[src/rtl/fire_pkg.sv]
// Shared types and helpers for the bias stages of every fire layer.
// Biases are stored sign-magnitude; arithmetic happens in two's complement.
package fire_pkg;

  localparam int BIAS_W        = 16;
  localparam int BIAS_SIGN_BIT = BIAS_W - 1;

  typedef logic [BIAS_W-1:0] bias_t;
  typedef logic [BIAS_W-1:0] act_t;

  // Negative zero (0x8000) naturally maps to 0 because -0 == 0.
  function automatic logic signed [BIAS_W:0] sm2tc(input bias_t b);
    logic signed [BIAS_W:0] mag;
    mag = {2'b00, b[BIAS_SIGN_BIT-1:0]};
    return b[BIAS_SIGN_BIT] ? -mag : mag;
  endfunction

endpackage

[src/rtl/squeeze_bias_relu_if.sv]
// Accumulator-in / activation-out stream bundle for the squeeze bias stage.
// master = MAC side plus expand consumer, slave = the bias stage itself.
interface squeeze_bias_relu_if #(
  parameter int ACC_W = 32
);
  import fire_pkg::*;

  logic [ACC_W-1:0] acc_data;
  logic             acc_valid;
  logic             acc_last;
  logic             acc_ready;
  act_t             out_data;
  logic             out_valid;
  logic             out_last;
  logic             out_ready;

  modport master (
    output acc_data, acc_valid, acc_last, out_ready,
    input  acc_ready, out_data, out_valid, out_last
  );

  modport slave (
    input  acc_data, acc_valid, acc_last, out_ready,
    output acc_ready, out_data, out_valid, out_last
  );

endinterface

[src/rtl/squeeze_bias_relu_sat_relu16.sv]
// ReLU plus positive saturation of a signed sum into a 16-bit sign-magnitude
// activation; the sign bit of the result is therefore always 0.
module sat_relu16
  import fire_pkg::*;
#(
  parameter int SUM_W = 25
) (
  input  logic signed [SUM_W-1:0] sum_i,
  output act_t                    act_o
);

  localparam logic signed [SUM_W-1:0] ACT_MAX = SUM_W'((1 << (BIAS_W - 1)) - 1);

  always_comb begin
    act_o = '0;
    if (sum_i[SUM_W-1] || (sum_i == '0)) begin
      act_o = '0;
    end else if (sum_i > ACT_MAX) begin
      act_o = {1'b0, {(BIAS_W-1){1'b1}}};
    end else begin
      act_o = {1'b0, sum_i[BIAS_W-2:0]};
    end
  end

endmodule

[src/rtl/squeeze_bias_relu.sv]
// Squeeze-layer bias stage: rescale accumulator, add per-channel bias, ReLU,
// saturate. Two register stages with a skid-free valid/ready chain.
module squeeze_bias_relu
  import fire_pkg::*;
#(
  parameter int NUM_CH    = 32,
  parameter int ACC_W     = 32,
  parameter int ACC_SHIFT = 8
) (
  input  logic                      clk,
  input  logic                      rst,
  input  bias_t [NUM_CH-1:0]        bias_mem,
  squeeze_bias_relu_if.slave        bus,
  output logic [$clog2(NUM_CH)-1:0] chan_idx,
  output logic                      sync_err
);

  localparam int              CH_W    = $clog2(NUM_CH);
  localparam int              SH_W    = ACC_W - ACC_SHIFT;
  localparam int              SUM_W   = SH_W + 1;
  localparam logic [CH_W-1:0] LAST_CH = CH_W'(NUM_CH - 1);

  logic                    ready1, ready2, accept, atEnd, syncMiss, lastIn;
  logic                    v1_q, v1_d, last1_q, last1_d;
  logic signed [SH_W-1:0]  shifted1_q, shifted1_d;
  logic signed [BIAS_W:0]  bias1_q, bias1_d;
  logic                    v2_q, v2_d, last2_q, last2_d;
  act_t                    data2_q, data2_d;
  logic [CH_W-1:0]         chan_q, chan_d;
  logic                    err_q, err_d;
  logic signed [SUM_W-1:0] sum;
  act_t                    actS2;
  logic                    unusedLowBits;

  assign ready2   = !v2_q || bus.out_ready;
  assign ready1   = !v1_q || ready2;
  assign accept   = bus.acc_valid && ready1;
  assign atEnd    = (chan_q == LAST_CH);
  assign syncMiss = (bus.acc_last != atEnd);
  // A misplaced acc_last is trusted over the counter so the pixel boundary follows the MAC.
  assign lastIn   = syncMiss ? bus.acc_last : atEnd;

  // The bits shifted out by the floor shift never reach the datapath.
  assign unusedLowBits = ^bus.acc_data[ACC_SHIFT-1:0];

  always_comb begin
    v1_d       = v1_q;
    last1_d    = last1_q;
    shifted1_d = shifted1_q;
    bias1_d    = bias1_q;
    if (ready1) begin
      v1_d = bus.acc_valid;
      if (bus.acc_valid) begin
        shifted1_d = bus.acc_data[ACC_W-1:ACC_SHIFT];
        bias1_d    = sm2tc(bias_mem[chan_q]);
        last1_d    = lastIn;
      end
    end
  end

  assign sum = {shifted1_q[SH_W-1], shifted1_q}
             + {{(SUM_W-BIAS_W-1){bias1_q[BIAS_W]}}, bias1_q};

  sat_relu16 #(.SUM_W(SUM_W)) u_satRelu (
    .sum_i (sum),
    .act_o (actS2)
  );

  always_comb begin
    v2_d    = v2_q;
    data2_d = data2_q;
    last2_d = last2_q;
    if (ready2) begin
      v2_d = v1_q;
      if (v1_q) begin
        data2_d = actS2;
        last2_d = last1_q;
      end
    end
  end

  always_comb begin
    chan_d = chan_q;
    err_d  = err_q;
    if (accept) begin
      chan_d = (bus.acc_last || atEnd) ? '0 : chan_q + 1'b1;
      if (syncMiss) begin
        err_d = 1'b1;
      end
    end
  end

  always_ff @(posedge clk) begin
    if (rst) begin
      v1_q       <= 1'b0;
      last1_q    <= 1'b0;
      shifted1_q <= '0;
      bias1_q    <= '0;
      v2_q       <= 1'b0;
      data2_q    <= '0;
      last2_q    <= 1'b0;
      chan_q     <= '0;
      err_q      <= 1'b0;
    end else begin
      v1_q       <= v1_d;
      last1_q    <= last1_d;
      shifted1_q <= shifted1_d;
      bias1_q    <= bias1_d;
      v2_q       <= v2_d;
      data2_q    <= data2_d;
      last2_q    <= last2_d;
      chan_q     <= chan_d;
      err_q      <= err_d;
    end
  end

  assign bus.acc_ready = ready1;
  assign bus.out_valid = v2_q;
  assign bus.out_data  = data2_q;
  assign bus.out_last  = last2_q;
  assign chan_idx      = chan_q;
  assign sync_err      = err_q;

endmodule

[src/flat_wrapper.sv]
// flat-port wrapper written by rule: the top's interface ports become plain ports
module squeeze_bias_relu_flat import fire_pkg::*;
#(
  parameter int NUM_CH    = 32,
  parameter int ACC_W     = 32,
  parameter int ACC_SHIFT = 8
)
  (clk, rst, bias_mem, chan_idx, sync_err, bus_acc_data, bus_acc_valid, bus_acc_last, bus_out_ready, bus_acc_ready, bus_out_data, bus_out_valid, bus_out_last);
  squeeze_bias_relu_if #(.ACC_W(ACC_W)) bus_i ();
  input  logic clk;
  input  logic rst;
  input  bias_t [NUM_CH-1:0] bias_mem;
  output logic [$clog2(NUM_CH)-1:0] chan_idx;
  output logic sync_err;
  input wire logic [$bits(bus_i.acc_data)-1:0] bus_acc_data;
  input wire logic [$bits(bus_i.acc_valid)-1:0] bus_acc_valid;
  input wire logic [$bits(bus_i.acc_last)-1:0] bus_acc_last;
  input wire logic [$bits(bus_i.out_ready)-1:0] bus_out_ready;
  output wire logic [$bits(bus_i.acc_ready)-1:0] bus_acc_ready;
  output wire logic [$bits(bus_i.out_data)-1:0] bus_out_data;
  output wire logic [$bits(bus_i.out_valid)-1:0] bus_out_valid;
  output wire logic [$bits(bus_i.out_last)-1:0] bus_out_last;
  assign bus_i.acc_data = bus_acc_data;
  assign bus_i.acc_valid = bus_acc_valid;
  assign bus_i.acc_last = bus_acc_last;
  assign bus_i.out_ready = bus_out_ready;
  assign bus_acc_ready = bus_i.acc_ready;
  assign bus_out_data = bus_i.out_data;
  assign bus_out_valid = bus_i.out_valid;
  assign bus_out_last = bus_i.out_last;
  squeeze_bias_relu #(.NUM_CH(NUM_CH), .ACC_W(ACC_W), .ACC_SHIFT(ACC_SHIFT)) u_core (.clk(clk), .rst(rst), .bias_mem(bias_mem), .bus(bus_i), .chan_idx(chan_idx), .sync_err(sync_err));
endmodule
[config.mk]
export PLATFORM = sky130hd
export DESIGN_NAME = squeeze_bias_relu_flat
export DESIGN_NICKNAME = d
export VERILOG_FILES = /design/src/rtl/fire_pkg.sv /design/src/rtl/squeeze_bias_relu_if.sv /design/src/rtl/squeeze_bias_relu_sat_relu16.sv /design/src/rtl/squeeze_bias_relu.sv /design/src/flat_wrapper.sv
export SDC_FILE = /design/constraint.sdc
export NUM_CORES = 1
export LEC_CHECK = 0
export BUFFER_PORTS_ARGS = -buffer_cell sky130_fd_sc_hd__buf_2
export CAP_MARGIN = 10
export CORE_AREA = 2 2 226 228
export DETAILED_ROUTE_END_ITERATION = 12
export DIE_AREA = 0 0 228 230
export GPL_ROUTABILITY_DRIVEN = 0
export PLACE_DENSITY = 0.39
export RECOVER_POWER = 100
export SLEW_MARGIN = 30
export SYNTH_ARGS = -nofsm -noshare
export SYNTH_HDL_FRONTEND = slang
export SYNTH_SLANG_ARGS = --single-unit
[constraint.sdc]
create_clock -name clk -period 6 [get_ports clk]
set_input_delay 0.3 -clock clk [delete_from_list [all_inputs] [get_ports clk]]
set_output_delay 0.3 -clock clk [all_outputs]
set_load 0.005 [all_outputs]
* Word-level counts from Yosys, hierarchy flattened *
Index checks and enable logic that the tools add are counted.

word-level totals
  logic and storage cells = 34
  bits of input ports = 549
  register bits = 67
  output and inout port bits = 25

cells by class
  order comparisons = 2
  add/subtract/negate cells = 3
  mux-type cells = 7
  equality and inequality tests = 2
  reduce and logical (&&, ||, !) cells = 11

operators with widths
  operator                                                          number
  binary-select mux 16 bit (select 5 bit)                           1
  2-to-1 mux 15 bit                                                 2
  adder 24 x 17 -> 25 bit                                           1
  greater-than comparator 25 x 16 -> 1 bit (second input constant)  1
  zero test 25 bit                                                  1
  2-to-1 mux 17 bit                                                 1
  negation 15 -> 17 bit                                             1
  2-to-1 mux 16 bit                                                 1
  less-than comparator 5 x 6 -> 1 bit (second input constant)       1
  AND reduction 2 bit                                               3
  adder 5 x 1 -> 5 bit (second input constant)                      1
  == test 5 bit (second input constant)                             1
  2-to-1 mux 5 bit                                                  1
  logical OR 1 bit                                                  4
  zero test 1 bit                                                   2
  logical AND 1 bit                                                 1
  2-to-1 mux 1 bit                                                  1
  != test 1 bit                                                     1

* Logic depth before layout (Yosys ltp) *
  depth after elaboration = 5
  gate-level depth with buffers = 15

* By module *
From an unflattened synthesis, not the netlist that was laid out.

unflattened totals
  cells, all modules = 873
  area total of the unflattened synthesis = 8261.7 µm²

modules (own cells, without submodules)
  module             instances  area an instance (µm²)  cells each
  squeeze_bias_relu  1          8003.9                  833
  sat_relu16         1          257.7                   40

* Worst setup path after synthesis *
OpenSTA, ideal clock, no wires.

  path kind = register to register
  start point = register u_core.chan_q[1], in the netlist u_core.chan_idx[1]
  end point = register u_core.bias1_q[14]
  stages on the path, launching flop included = 13
  data arrival time = 3.176 ns
  library setup time = 0.062 ns
  slack = 2.762 ns
  cells stage by stage = dfxtp_1 -> buf_2 -> buf_2 -> buf_1 -> mux4_2 -> a211oi_1 -> a31oi_1 -> inv_1 -> ha_1 -> nand2_1 -> or4_4 -> or4_1 -> nand3_1

on the way
  cells in the longest elaborated chain, start to end = 4

ends and longest elaborated chain
  item                                         line                      text
  start: declaration                           squeeze_bias_relu.sv:29   logic [CH_W-1:0] chan_q, chan_d;
  start signal: assignment                     squeeze_bias_relu.sv:112  chan_q <= chan_d;
  binary-select mux 16 bit (select 5 bit) (*)  squeeze_bias_relu.sv:55   bias1_d = sm2tc(bias_mem[chan_q]);
  2-to-1 mux 16 bit (not written as such) (*)  squeeze_bias_relu.sv:55
  negation 15 -> 17 bit                        fire_pkg.sv:15            return b[BIAS_SIGN_BIT] ? -mag : mag;
  2-to-1 mux 17 bit (*)                        fire_pkg.sv:15
  end signal: assignment                       squeeze_bias_relu.sv:108  bias1_q <= bias1_d;
  end: declaration                             squeeze_bias_relu.sv:26   logic signed [BIAS_W:0] bias1_q, bias1_d;

Mark *: on every way between the ends. The rest lies on a longest branch, timed or not. The select of a mux whose other input is x is not followed.
A chain may end at the register's enable or synchronous reset.

* Final worst setup path *
  start point = register u_core.chan_q[2], in the netlist u_core.chan_idx[2]
  end point = register u_core.bias1_q[12]

Same word-level chain as after synthesis.

==> impl_metrics.env <==
export IMPL_status="finished, violations left"
export IMPL_violations="max-capacitance violations, max-slew violations"
export IMPL_slew_viol_final=138
export IMPL_hold_class="input port to register"
export IMPL_cp_end_kind="register"
export IMPL_grt_total_usage_pct=19.6
export IMPL_cp_start_kind="register"
export IMPL_setup_viol=0
export IMPL_clock_sinks=66
export IMPL_timing_hold_violations_final=0
export IMPL_cts_tree="done"
export IMPL_yosysWarnings=0
export IMPL_drc=0
export IMPL_finish_utilization_pct=24.6
export IMPL_cts_hold_buffers_added=0
export IMPL_switching_share_pct=34.4
export IMPL_h_tree_depth=3
export IMPL_drive_above_1_share_pct=48.3
export IMPL_p_int_mw=1.14
export IMPL_synth_cell_types=76
export IMPL_cp_required_ps=6270
export IMPL_ys_seq_elements=66
export IMPL_yosys_area_top_type="mux4_2"
export IMPL_avgSynthCellArea_sq_um=9.27
export IMPL_synth_nets=1503
export IMPL_final_cell_mix="buf_2, nand2_1, mux2i_1, mux4_2, a21oi_1"
export IMPL_worstSetupPathType="register to register"
export IMPL_postCtsSetupRepairBufs=0
export IMPL_ioPinCount=574
export IMPL_root_buffer="clkbuf_16"
export IMPL_cp_max_fo=31
export IMPL_numCtsBuffers=9
export IMPL_power_density_mw_per_mm2=141
export IMPL_core_area_sq_mm=0.0499
export IMPL_layout_nets=2014
export IMPL_yosys_top_cells_area="mux4_2, dfxtp_1, mux2i_1"
export IMPL_leakage_nw=5.19
export IMPL_rows=82
export IMPL_clk_pin_slew_worst_paths_ps=60
export IMPL_post_route_period_util_pct=81.9
export IMPL_area_growth_syn_to_layout_pct=43.2
export IMPL_async_reset_ff_share_pct=0
export IMPL_crit_chain="buf_4, and2_1, a21oi_1, and3_1, nor3_4, nand4_1, nor4_1, mux2_2, a41oi_1"
export IMPL_die_w_um=228
export IMPL_grt_max_degree=61
export IMPL_fin_tns_setup_ps=0
export IMPL_cts_buffer_depth=2
export IMPL_firstDrtPassIters=5
export IMPL_synth_ff_type="dfxtp_1"
export IMPL_pre_cts_ws_ps=1800
export IMPL_grt_remaining_overflow=0
export IMPL_ir_drop_mv=0.126
export IMPL_wl_per_cell_um=25.0
export IMPL_ys_seq_area_share_pct=15.4
export IMPL_fin_crit_ps=4910
export IMPL_slowest_delay_ps=1420
export IMPL_layout_commonest_cell="buf_2"
export IMPL_netlist_area_sq_mm=0.00855
export IMPL_drt_iter0_markers=547
export IMPL_power_frac_clock_pct=31.2
export IMPL_dr_total_vias=10167
export IMPL_p_seq_share_pct=29.2
export IMPL_grt_use_met1_pct=24.6
export IMPL_die_h_um=230
export IMPL_synth_cells=923
export IMPL_rsz0062_at_grt="false"
export IMPL_ctsResizeCount=0
export IMPL_clkLatencyLatePin_ps=340
export IMPL_n_fill_cell=5520
export IMPL_start_util_pct=17.2
export IMPL_vias_per_cell=4.78
export IMPL_maxSlewHeadroom_pct=-62.8
export IMPL_combinationalPowerShare_pct=39.6
export IMPL_portBuffers=564
export IMPL_grt_busiest_layer="met2"
export IMPL_die_area_sq_mm=0.0524
export IMPL_finalWirelength_mm=53.2
export IMPL_use_met2_pct=32.4
export IMPL_tightest_slew_ps=2440
export IMPL_finClkSkew_ps=9.61
export IMPL_cp_arrival_ps=5180
export IMPL_place_hpwl_mm=45.7
export IMPL_crit_slowest_cell="dfxtp_1"
export IMPL_switchingPower_uw=595
export IMPL_synth_top_area_share_pct=23.2
export IMPL_grt_pass1_wl_mm=74.2
export IMPL_grt_pass1_vias=10533
export IMPL_max_freq_ghz=0.204
export IMPL_fin_ws_ps=1090
export IMPL_antenna_found_initial=48
export IMPL_synth_edf_count=0
export IMPL_ant_nets=0
export IMPL_grt_use_met3_pct=6.62
export IMPL_max_cap_violations=4
cell families (layout without fill, tap and decap cells):
family                   after synthesis  after routing  synth area share (%)
other                                  1             16                0.0438
buffers and inverters                 93            609                  5.74
XOR/XNOR                              25             25                  2.56
AO/OA/AOI/OAI                        240            240                  19.6
adder cells (fa/ha/maj)               31             31                  4.62
AND/OR/NAND/NOR                      281            281                  16.8
flip-flops                            66             66                  15.4
multiplexers                         186            186                  35.3
cell type report:
cell class / instances / area, sq um / area share (%)
Multi-Input combinational cell: 764 / 6750 / 55.1
Timing Repair Buffer: 577 / 2940 / 24.0
Sequential cell: 66 / 1330 / 10.8
Tap cell: 672 / 841 / 6.86
Clock buffer: 9 / 225 / 1.84
Clock inverter: 7 / 68.8 / 0.562
Inverter: 16 / 60.1 / 0.490
Antenna cell: 15 / 37.5 / 0.306
critical path: cells and delay by family, from the launching register on:
kind,cells,cell delay (ps)
simple gates,5,2180
mux,1,410
buf+inv,1,500
flops,1,1420
compound gates,2,290
cell usage after synthesis, types with 4 or more instances:
cell type  number
nand2_1       108
mux2i_1        89
mux4_2         88
a21oi_1        69
dfxtp_1        66
a22oi_1        36
clkbuf_1       35
nor2_1         34
ha_1           30
nand3_1        25
and2_1         20
buf_2          19
nor3_1         19
o21ai_0        18
or3_1          17
o32a_1         15
xnor2_1        15
inv_1          13
nand4_1        12
a211oi_1       10
a22o_1         10
a31oi_1        10
buf_1          10
nor2b_1        10
xor2_1         10
and3_1          9
o221ai_1        9
a21o_1          8
mux2_2          6
o2111ai_1       6
o211ai_1        6
a221oi_1        5
buf_6           5
buf_12          4
buf_4           4
nand4_2         4
o21ai_1         4
o31ai_1         4
power by group through the flow:
stage                     sequential, mW  clock [mW]  combinational [mW]
after floorplan                    0.496           0               0.383
after global placement             0.516           0               0.683
after detailed placement           0.517           0               0.689
after CTS                          0.507       0.557               0.693
after global routing               0.512       0.584               0.746
final                              0.505       0.540               0.686
metal layers:
layer	wire length [um]	vias to the layer above
met2	24800	477
met5	71	-
li1	-	4706
met3	4820	69
met1	22500	4901
met4	1090	14
registers in the layout, summed over array words and instances (netlist names):
register and count:
u_core.shifted1_q 24, u_core.bias1_q 17, u_core.bus.out_data 15, u_core.chan_idx 5
u_core.bus.out_last 1, u_core.bus.out_valid 1, u_core.last1_q 1, u_core.sync_err 1
u_core.v1_q 1
stage by stage:
stage | hold WS [ps] | power, mW | area, sq um | cells
finish | 194 | 1.73 | 12200 | 2126
floorplan | 417 | 0.879 | 8550 | 923
global route | 189 | 1.84 | 12200 | 2120
global placement | 451 | 1.20 | 11900 | 2095
CTS | 182 | 1.76 | 12200 | 2111
detailed placement | 455 | 1.21 | 11900 | 2095
final timing paths:
path,to,slack [ps],from,depth (start not counted)
setup reg to reg,u_core.bias1_q[12],1090,u_core.chan_idx[2],9
hold reg to reg,u_core.shifted1_q[13],460,u_core.shifted1_q[13],2
setup / recovery,u_core.bias1_q[12],1090,u_core.chan_idx[2],9
hold / removal,u_core.shifted1_q[5],190,bus_acc_data[13],3
(Power assumes the default switching activity.)
